<file path="config.mk">
export PLATFORM = sky130hd
export DESIGN_NAME = pid_loop_sequencer
export DESIGN_NICKNAME = d
export VERILOG_FILES = /design/src/rtl/pid_loop_sequencer.sv
export SDC_FILE = /design/constraint.sdc
export NUM_CORES = 1
export LEC_CHECK = 0
export BUFFER_PORTS_ARGS = -buffer_cell sky130_fd_sc_hd__buf_2
export CAP_MARGIN = 20
export CORE_MARGIN = 2
export CORE_UTILIZATION = 49
export DETAILED_ROUTE_END_ITERATION = 16
export PLACE_DENSITY = 0.78
export SLEW_MARGIN = 40
export SYNTH_ARGS = -nofsm -noshare
export SYNTH_HDL_FRONTEND = slang
export SYNTH_SLANG_ARGS = --single-unit
</file>
<file path="constraint.sdc">
create_clock -name clk_i -period 2.2 [get_ports clk_i]
set_input_delay 0.11 -clock clk_i [delete_from_list [all_inputs] [get_ports clk_i]]
set_output_delay 0.11 -clock clk_i [all_outputs]
set_load 0.02 [all_outputs]
</file>
<file path="src/rtl/pid_loop_sequencer.sv">
// pid_loop_sequencer
//
// This block is the initiator side of the PID trig/done handshake.
// - It runs a free-running sample-period counter.
// - On each tick it captures one sensor sample into a held feedback register.
// - It then fires a single-cycle trig into the PID and waits for done.
// - When done arrives it clamps the PID result into a registered actuator command.
// A cycle that gets no done within TIMEOUT cycles is aborted and sets a sticky
// error flag. A tick that arrives while a cycle is still in flight sets the
// sticky overrun flag and is dropped.
//
// Optional feature (macro PID_SEQ_RATE_LIMIT_EN):
//   Adds the max_step_i input. The clamped command is also limited to
//   act_out_o +/- max_step_i, using saturating signed arithmetic.
//
// Ports:
//   clk_i          clock, rising edge
//   rst_ni         asynchronous active-low reset
//   enable_i       loop run; low returns to idle and aborts any cycle in flight
//   period_i       sample period in clk cycles (0 is treated as 1)
//   fb_in_i        sensor sample, signed
//   fb_valid_i     fb_in_i is valid this cycle
//   feedback_o     held sample, driven to the PID
//   trig_o         one-cycle calculation request to the PID
//   done_i         PID result valid (pulse)
//   sig_in_i       PID result, signed
//   out_min_i      lower clamp limit, signed
//   out_max_i      upper clamp limit, signed
//   max_step_i     per-update step limit, unsigned (only with PID_SEQ_RATE_LIMIT_EN)
//   err_clr_i      clears both sticky flags (a same-cycle set wins)
//   act_out_o      registered actuator command
//   act_valid_o    one-cycle pulse when act_out_o is updated
//   overrun_o      sticky: a tick arrived while a cycle was in flight
//   timeout_err_o  sticky: done was not seen within TIMEOUT cycles

module pid_loop_sequencer #(
  parameter int unsigned DATA_WIDTH   = 32,
  parameter int unsigned PERIOD_WIDTH = 16,
  parameter int unsigned TIMEOUT      = 64
) (
  input  logic                         clk_i,
  input  logic                         rst_ni,
  input  logic                         enable_i,
  input  logic [PERIOD_WIDTH-1:0]      period_i,
  input  logic signed [DATA_WIDTH-1:0] fb_in_i,
  input  logic                         fb_valid_i,
  output logic signed [DATA_WIDTH-1:0] feedback_o,
  output logic                         trig_o,
  input  logic                         done_i,
  input  logic signed [DATA_WIDTH-1:0] sig_in_i,
  input  logic signed [DATA_WIDTH-1:0] out_min_i,
  input  logic signed [DATA_WIDTH-1:0] out_max_i,
`ifdef PID_SEQ_RATE_LIMIT_EN
  input  logic [DATA_WIDTH-1:0]        max_step_i,
`endif
  input  logic                         err_clr_i,
  output logic signed [DATA_WIDTH-1:0] act_out_o,
  output logic                         act_valid_o,
  output logic                         overrun_o,
  output logic                         timeout_err_o
);

  // Wide enough to hold the value TIMEOUT itself.
  localparam int unsigned ToW = (TIMEOUT < 1) ? 1 : $clog2(TIMEOUT + 1);

  typedef enum logic [2:0] {
    StIdle,
    StWaitTick,
    StWaitSample,
    StTrig,
    StWaitDone
  } state_e;

  state_e                         state_q;
  logic [PERIOD_WIDTH-1:0]        per_cnt_q;
  logic [ToW-1:0]                 to_cnt_q;
  logic signed [DATA_WIDTH-1:0]   feedback_q;
  logic signed [DATA_WIDTH-1:0]   act_q;
  logic                           trig_q;
  logic                           act_valid_q;
  logic                           overrun_q;
  logic                           timeout_err_q;

  logic [PERIOD_WIDTH-1:0]        per_reload;
  logic                           tick;
  logic                           to_expired;
  logic signed [DATA_WIDTH-1:0]   clamp_val;
  logic signed [DATA_WIDTH-1:0]   cmd_val;

  // A period of 0 behaves as 1: the counter reloads to 0 and ticks every cycle.
  assign per_reload = (period_i == '0) ? '0 : (period_i - PERIOD_WIDTH'(1));

  assign tick = (state_q != StIdle) && (per_cnt_q == '0);

  // The counter is loaded with TIMEOUT on the first WAIT_DONE cycle. A value of 1
  // therefore marks the TIMEOUT-th cycle without done.
  assign to_expired = (to_cnt_q <= ToW'(1));

  // Signed clamp. Inverted limits resolve to out_min.
  always_comb begin
    clamp_val = sig_in_i;
    if (out_min_i > out_max_i) begin
      clamp_val = out_min_i;
    end else if (sig_in_i < out_min_i) begin
      clamp_val = out_min_i;
    end else if (sig_in_i > out_max_i) begin
      clamp_val = out_max_i;
    end
  end

`ifdef PID_SEQ_RATE_LIMIT_EN
  localparam int unsigned XW = DATA_WIDTH + 2;

  logic signed [XW-1:0] prev_x, step_x, tgt_x, hi_x, lo_x, hi_s, lo_s, pos_lim, neg_lim;

  // Work two bits wider so that prev +/- step cannot wrap, then saturate the
  // window to the representable range before comparing against the target.
  always_comb begin
    prev_x  = {{2{act_q[DATA_WIDTH-1]}}, act_q};
    tgt_x   = {{2{clamp_val[DATA_WIDTH-1]}}, clamp_val};
    step_x  = {2'b00, max_step_i};
    pos_lim = {3'b000, {(DATA_WIDTH - 1){1'b1}}};
    neg_lim = {3'b111, {(DATA_WIDTH - 1){1'b0}}};
    hi_x    = prev_x + step_x;
    lo_x    = prev_x - step_x;
    hi_s    = (hi_x > pos_lim) ? pos_lim : hi_x;
    lo_s    = (lo_x < neg_lim) ? neg_lim : lo_x;
    cmd_val = clamp_val;
    if (tgt_x > hi_s) begin
      cmd_val = hi_s[DATA_WIDTH-1:0];
    end else if (tgt_x < lo_s) begin
      cmd_val = lo_s[DATA_WIDTH-1:0];
    end
  end
`else
  assign cmd_val = clamp_val;
`endif

  always_ff @(posedge clk_i or negedge rst_ni) begin
    if (!rst_ni) begin
      state_q       <= StIdle;
      per_cnt_q     <= '0;
      to_cnt_q      <= '0;
      feedback_q    <= '0;
      act_q         <= '0;
      trig_q        <= 1'b0;
      act_valid_q   <= 1'b0;
      overrun_q     <= 1'b0;
      timeout_err_q <= 1'b0;
    end else begin
      trig_q      <= 1'b0;
      act_valid_q <= 1'b0;

      // Clear first, so that a set later in this block takes priority.
      if (err_clr_i) begin
        overrun_q     <= 1'b0;
        timeout_err_q <= 1'b0;
      end

      if (!enable_i) begin
        state_q <= StIdle;
      end else begin
        if (state_q != StIdle) begin
          per_cnt_q <= tick ? per_reload : (per_cnt_q - PERIOD_WIDTH'(1));
        end

        unique case (state_q)
          StIdle: begin
            per_cnt_q <= per_reload;
            state_q   <= StWaitTick;
          end

          StWaitTick: begin
            if (tick) begin
              state_q <= StWaitSample;
            end
          end

          StWaitSample: begin
            if (tick) begin
              overrun_q <= 1'b1;
            end
            if (fb_valid_i) begin
              feedback_q <= fb_in_i;
              trig_q     <= 1'b1;
              state_q    <= StTrig;
            end
          end

          StTrig: begin
            if (tick) begin
              overrun_q <= 1'b1;
            end
            to_cnt_q <= ToW'(TIMEOUT);
            state_q  <= StWaitDone;
          end

          StWaitDone: begin
            if (tick) begin
              overrun_q <= 1'b1;
            end
            if (to_cnt_q != '0) begin
              to_cnt_q <= to_cnt_q - ToW'(1);
            end
            // If done arrives in the expiry cycle, it is accepted.
            if (done_i) begin
              act_q       <= cmd_val;
              act_valid_q <= 1'b1;
              state_q     <= StWaitTick;
            end else if (to_expired) begin
              timeout_err_q <= 1'b1;
              state_q       <= StWaitTick;
            end
          end

          default: state_q <= StIdle;
        endcase
      end
    end
  end

  assign feedback_o    = feedback_q;
  assign trig_o        = trig_q;
  assign act_out_o     = act_q;
  assign act_valid_o   = act_valid_q;
  assign overrun_o     = overrun_q;
  assign timeout_err_o = timeout_err_q;

endmodule

</file>
---- Yosys cells after proc, flatten, opt, wreduce, memory -nomap -nowiden ----
Cells that the tools add are included.
word-level totals
  output and inout port bits .............. 68
  logic and storage cells ................. 68
  input port bits ......................... 150
  flip-flop bits (word level) ............. 94
operators by class
  reduce and logical (&&, ||, !) cells .... 14
  order comparisons ....................... 4
  muxes and demuxes ....................... 30
  equality and inequality tests ........... 8
  add/subtract/negate cells ............... 3
operator list
  operator               count
  $mux 32                3
  $gt 32x32->1           2
  $mux 16                4
  $logic_not 16->1       2
  $lt 32x32->1           1
  $sub 16x1->16 const B  2
  $mux 1                 15
  $mux 3                 5
  $pmux 3 s5             1
  $pmux 7 s2             1
  $reduce_and 3->1       4
  $le 7x1->1 const B     1
  $mux 7                 1
  $reduce_bool 7->1      1
  $sub 7x1->7 const B    1
  $eq 3x2->1 const B     2
  $ne 3x3->1 const B     2
  $ne 4x4->1 const B     1
  $reduce_bool 2->1      2
  $eq 3x1->1 const B     1
  $eq 3x3->1 const B     1
  $logic_not 3->1        1
  $reduce_bool 3->1      1
  $reduce_or 3->1        1
  3 further kinds        3

---- Depth between registers and ports, before layout ----
  depth after elaboration ................. 5
  depth in mapped cells ................... 12

---- Least setup slack after synthesis ----
Ideal clock, no wire load.
  path type ............................... input to register
  start ................................... in out_min_i[15]
  end ..................................... reg act_q[3], in the netlist act_out_o[3]
  data arrival time ....................... 2.306 ns
  slack ................................... -0.225 ns
  cell stages on the path ................. 11
  buffers on the path ..................... 1
  cell sequence ........................... inv_1 ha_1 nand4_1 or3_4 a2111oi_4 o31ai_1 a31o_1 a211oi_4 buf_6 o31ai_1 a31o_1
between the ends
  longest elaborated chain between the ends .. 3
  elaborated cells on any way between the ends .. 4
RTL lines
  item                    line  text
  start: declaration      51    input logic signed [DATA_WIDTH-1:0] out_min_i,
  $lt 32x32->1            104   end else if (sig_in_i < out_min_i) begin
  $mux 32                 104
  $mux 32 (*)             102   if (out_min_i > out_max_i) begin
  end signal: assignment  207   act_q <= cmd_val;
  end: declaration        78    logic signed [DATA_WIDTH-1:0] act_q;
Every way passes the cells marked *; elsewhere a longest branch is shown, timed or not.
A chain may end at the register's enable or synchronous reset.

---- Worst setup path in the final report ----
  start ................................... in out_max_i[1]
  end ..................................... reg act_q[19], in the netlist act_out_o[19]
between the ends
  longest elaborated chain between the ends .. 4
  elaborated cells on any way between the ends .. 5
RTL lines
  item                line  text
  start: declaration  52    input logic signed [DATA_WIDTH-1:0] out_max_i,
  $gt 32x32->1        106   end else if (sig_in_i > out_max_i) begin
  $mux 32             106
  $mux 32             104
  $mux 32 (*)         102
Marked as above.

==> impl_metrics.py <==
metrics = {
    "synth": {
        "synth-xor-area-share_pct": 1.61,
        "syn_inst": 1041,
        "muxShareOfSynthArea_pct": 0.260,
        "synth_edf_count": 0,
        "yosys_most_used_dff": "dfrtp_1",
        "synthesis.area_mm2": 0.00818,
        "yosys_register_bits": 94,
        "synth_top_family_by_area": "simple AND/OR/NAND/NOR gates",
        "synthArstFlopShare_pct": 100,
        "synth_cell_type_count": 61,
        "synth_fp_nets": 1290,
        "synth_top_area_share_pct": 28.8,
        "avgSynthCellArea_um2": 7.85,
        "yosysWarnings": 0,
        "yosysSeqAreaShare_pct": 28.8,
        "synth_simple_gate_area_share_pct": 24.1,
        "synth_fa_ha_area_share_pct": 15.2,
        "yosys.area.top_type": "dfrtp_1",
        "synth_compound_area_share_pct": 22.3,
        "yosys-top-cells-area": "dfrtp_1 (29%), ha_1 (15%), nand2_1 (8.1%), a21oi_1 (4.7%), inv_1 (3.7%)",
    },
    "clock_network": {
        "tritoncts": "built",
        "cts_max_level": 3,
        "clk_pin_slew_ns": 0.09,
        "cts_root_buf": "clkbuf_16",
        "clkLatencyLatePin_ns": 0.37,
        "cts_max_path_buffers": 2,
        "cts.sinks": 94,
        "cts_buffers": 9,
    },
    "critical_path": {
        "critPathKind": "input port to register",
        "rr_worst_depth": 8,
        "critPathArrivalTime_ns": 3.08,
        "cp-end-kind": "register",
        "r2r_slack_ns": 0.06,
        "required_ns": 2.45,
        "cp_max_fo": 23,
        "worstReg2RegStart": "per_cnt_q[4]$_DFFE_PN0P_",
        "start_kind": "input port",
        "rr_endpoint": "per_cnt_q[15]$_DFFE_PN0P_",
    },
    "global_routing": {
        "antenna_found_initial": 1,
        "grt_pass1_wl_um": 47100,
        "track_usage_pct": 32.8,
        "grt_pass1_vias": 9725,
        "grt_max_degree": 63,
        "grt_remaining_overflow": 0,
    },
    "place": {
        "hpwl_um": 20900,
        "dpl.cell_count": 1599,
        "place_congestion": 0.988,
        "post_dp_cell_area_mm2": 0.0109,
        "port_buffers": 217,
    },
    "route": {
        "wire_per_inst_um": 22.0,
        "drt-initial-drc-count": 1333,
        "antenna_left": 0,
        "vias": 10821,
        "dr.pass1.iters": 6,
        "viasPerCell": 6.44,
        "drc": 0,
        "totalWireLength_um": 36900,
    },
    "run_status": {
        "failed_checks": "setup timing",
        "status": "complete, but fails checks",
    },
    "hold_path": {
        "min_to": "feedback_o[13]$_DFFE_PN0P_",
        "worstHoldPathType": "input port to register",
        "hp-start": "fb_in_i[13]",
        "hold_path_depth": 3,
    },
    "layout": {
        "syn_to_final_growth_pct": 59.0,
        "instances_no_fill": 1679,
        "nFillCells": 969,
        "n_antenna_cell": 0,
        "nets": 1703,
        "layout.cells.most_common_list": "buf_2 (201), buf_4 (191), nand2_1 (169)",
        "final_area_mm2": 0.0130,
        "multiInputGateArea_mm2": 0.00640,
        "drive_above_1_share_pct": 43.9,
        "final_common_cell": "buf_2",
        "regArea_mm2": 0.00235,
    },
    "sta": {
        "tns_ns": -8.49,
        "setup_ws_ns": -0.627,
        "fin_crit_sh_pct": 129,
        "period_needed_ns": 2.83,
        "tightest_slew_ns": 1.11,
        "rsz0062_at_grt": "yes",
        "setup_violations": 32,
        "slew_headroom_pct": 25.4,
        "finalHoldViolCount": 0,
        "max_freq_ghz": 0.354,
        "maxSlewViolCount": 0,
        "finClkSkew_ns": 0.0163,
    },
    "floorplanning": {
        "core-area_mm2": 0.0165,
        "die_w_um": 133,
        "io_pins": 218,
        "dieHeight_um": 133,
        "dieArea_mm2": 0.0177,
        "start_util_pct": 49.7,
        "row_count": 47,
    },
    "pwr": {
        "leakagePower_nw": 6.30,
        "vdd_drop_max_mv": 0.458,
        "powerDensity_mw_per_mm2": 472,
    },
    "job": {
        "cap_violations": 0,
    },
}
==> final cells by class <==
type | count | share of cell area (%)
clock buffers | 11 | 1.87
clock inverters | 5 | 0.327
inverters | 81 | 2.61
multi-input cells | 805 | 49.2
flip-flops and latches | 94 | 18.1
well taps | 220 | 2.12
repair buffers | 463 | 25.7
==> report_power, final <==
group	internal [mW]	switching, mW	total, mW
Combinational	1.21	1.42	2.63
Sequential	1.83	0.0913	1.93
Clock	0.811	0.779	1.59
==> per-stage QoR <==
stage | hold slack [ns] | power [mW] | util (%) | setup WS (ns)
after floorplan | -0.186 | 2.98 | - | -0.0649
after global placement | 0.0560 | 3.78 | 66.1 | -0.435
after detailed placement | 0.0544 | 3.84 | 66.1 | -0.485
after CTS | 0.0123 | 5.55 | 71.7 | -0.0161
after global routing | 0.0246 | 6.35 | 79.0 | -0.682
final | 0.0130 | 6.14 | 79.0 | -0.627
==> cell usage after synthesis, types with 6 or more instances <==
library cell,number
buf_2,16
o2111ai_1,31
nor2_1,65
dfrtp_1,94
a31oi_1,31
ha_1,99
a22o_1,12
o21ai_0,29
or3_1,17
clkbuf_1,29
nor3_1,15
buf_1,7
nand3_1,40
o21a_1,6
a21o_1,7
o22ai_1,39
nor4_1,38
a21oi_1,77
xor2_1,6
nand4_1,23
o211ai_1,8
nand2_1,176
inv_1,80
xnor2_1,9
or3_2,15
==> what timing repair did <==
action                                  CTS  global route
pin swaps                                23            53
endpoints found under the setup margin   40            51
setup buffers                            12            14
resized for setup                        41           184
endpoints found under the hold margin    54             0
cloned                                    2             4
hold buffers                             32             0
==> sequential cells by signal (all words and copies together) (netlist names) <==
name,cells
act_out_o,32
act_valid_o,1
feedback_o,32
overrun_o,1
per_cnt_q,16
state_q,3
timeout_err_o,1
to_cnt_q,7
trig_o,1
==> cell families (layout without fill, tap and decap cells) <==
group / after synthesis / in the layout
xor+xnor: 15 / 15
mux: 2 / 2
flops: 94 / 94
buf+inv: 142 / 560
simple gates: 416 / 416
fa+ha+maj: 99 / 99
compound gates: 273 / 273
==> worst max-delay path by stage <==
stage / cells past startpoint / to / slack, ns / startpoint
2_1_floorplan: 11 / act_out_o[3]$_DFFE_PN0P_ / -0.06 / out_min_i[14]
3_5_place_dp: 13 / act_out_o[20]$_DFFE_PN0P_ / -0.49 / out_max_i[31]
3_3_place_gp: 12 / act_out_o[11]$_DFFE_PN0P_ / -0.44 / out_max_i[31]
4_1_cts: 14 / act_out_o[4]$_DFFE_PN0P_ / -0.02 / out_max_i[18]
6_report: 14 / act_out_o[19]$_DFFE_PN0P_ / -0.63 / out_max_i[1]
5_1_grt: 14 / act_out_o[19]$_DFFE_PN0P_ / -0.68 / out_max_i[1]
==> per-layer routing <==
metal	up-vias	part of all wire [%]	track usage [%]	routed length [um]
met4	0	6.3	15.4	2330
met2	886	46	56.5	17000
met5	-	0	0	0
li1	4648	-	-	-
met3	275	11	4.79	3890
met1	5012	37	40.6	13700
==> worst max-delay path, cell delays in order <==
cell and delay, ns:
buf_8 0.09, inv_6 0.04, buf_4 0.13, ha_4 0.20
nor2b_1 0.12, o211ai_1 0.24, a21oi_1 0.15, o311a_4 0.42
buf_4 0.14, buf_6 0.18, nor4_1 0.85, a31oi_4 0.05
o2111ai_4 0.23, nand3_1 0.11
Note: power is estimated with default switching activity, not from simulation.
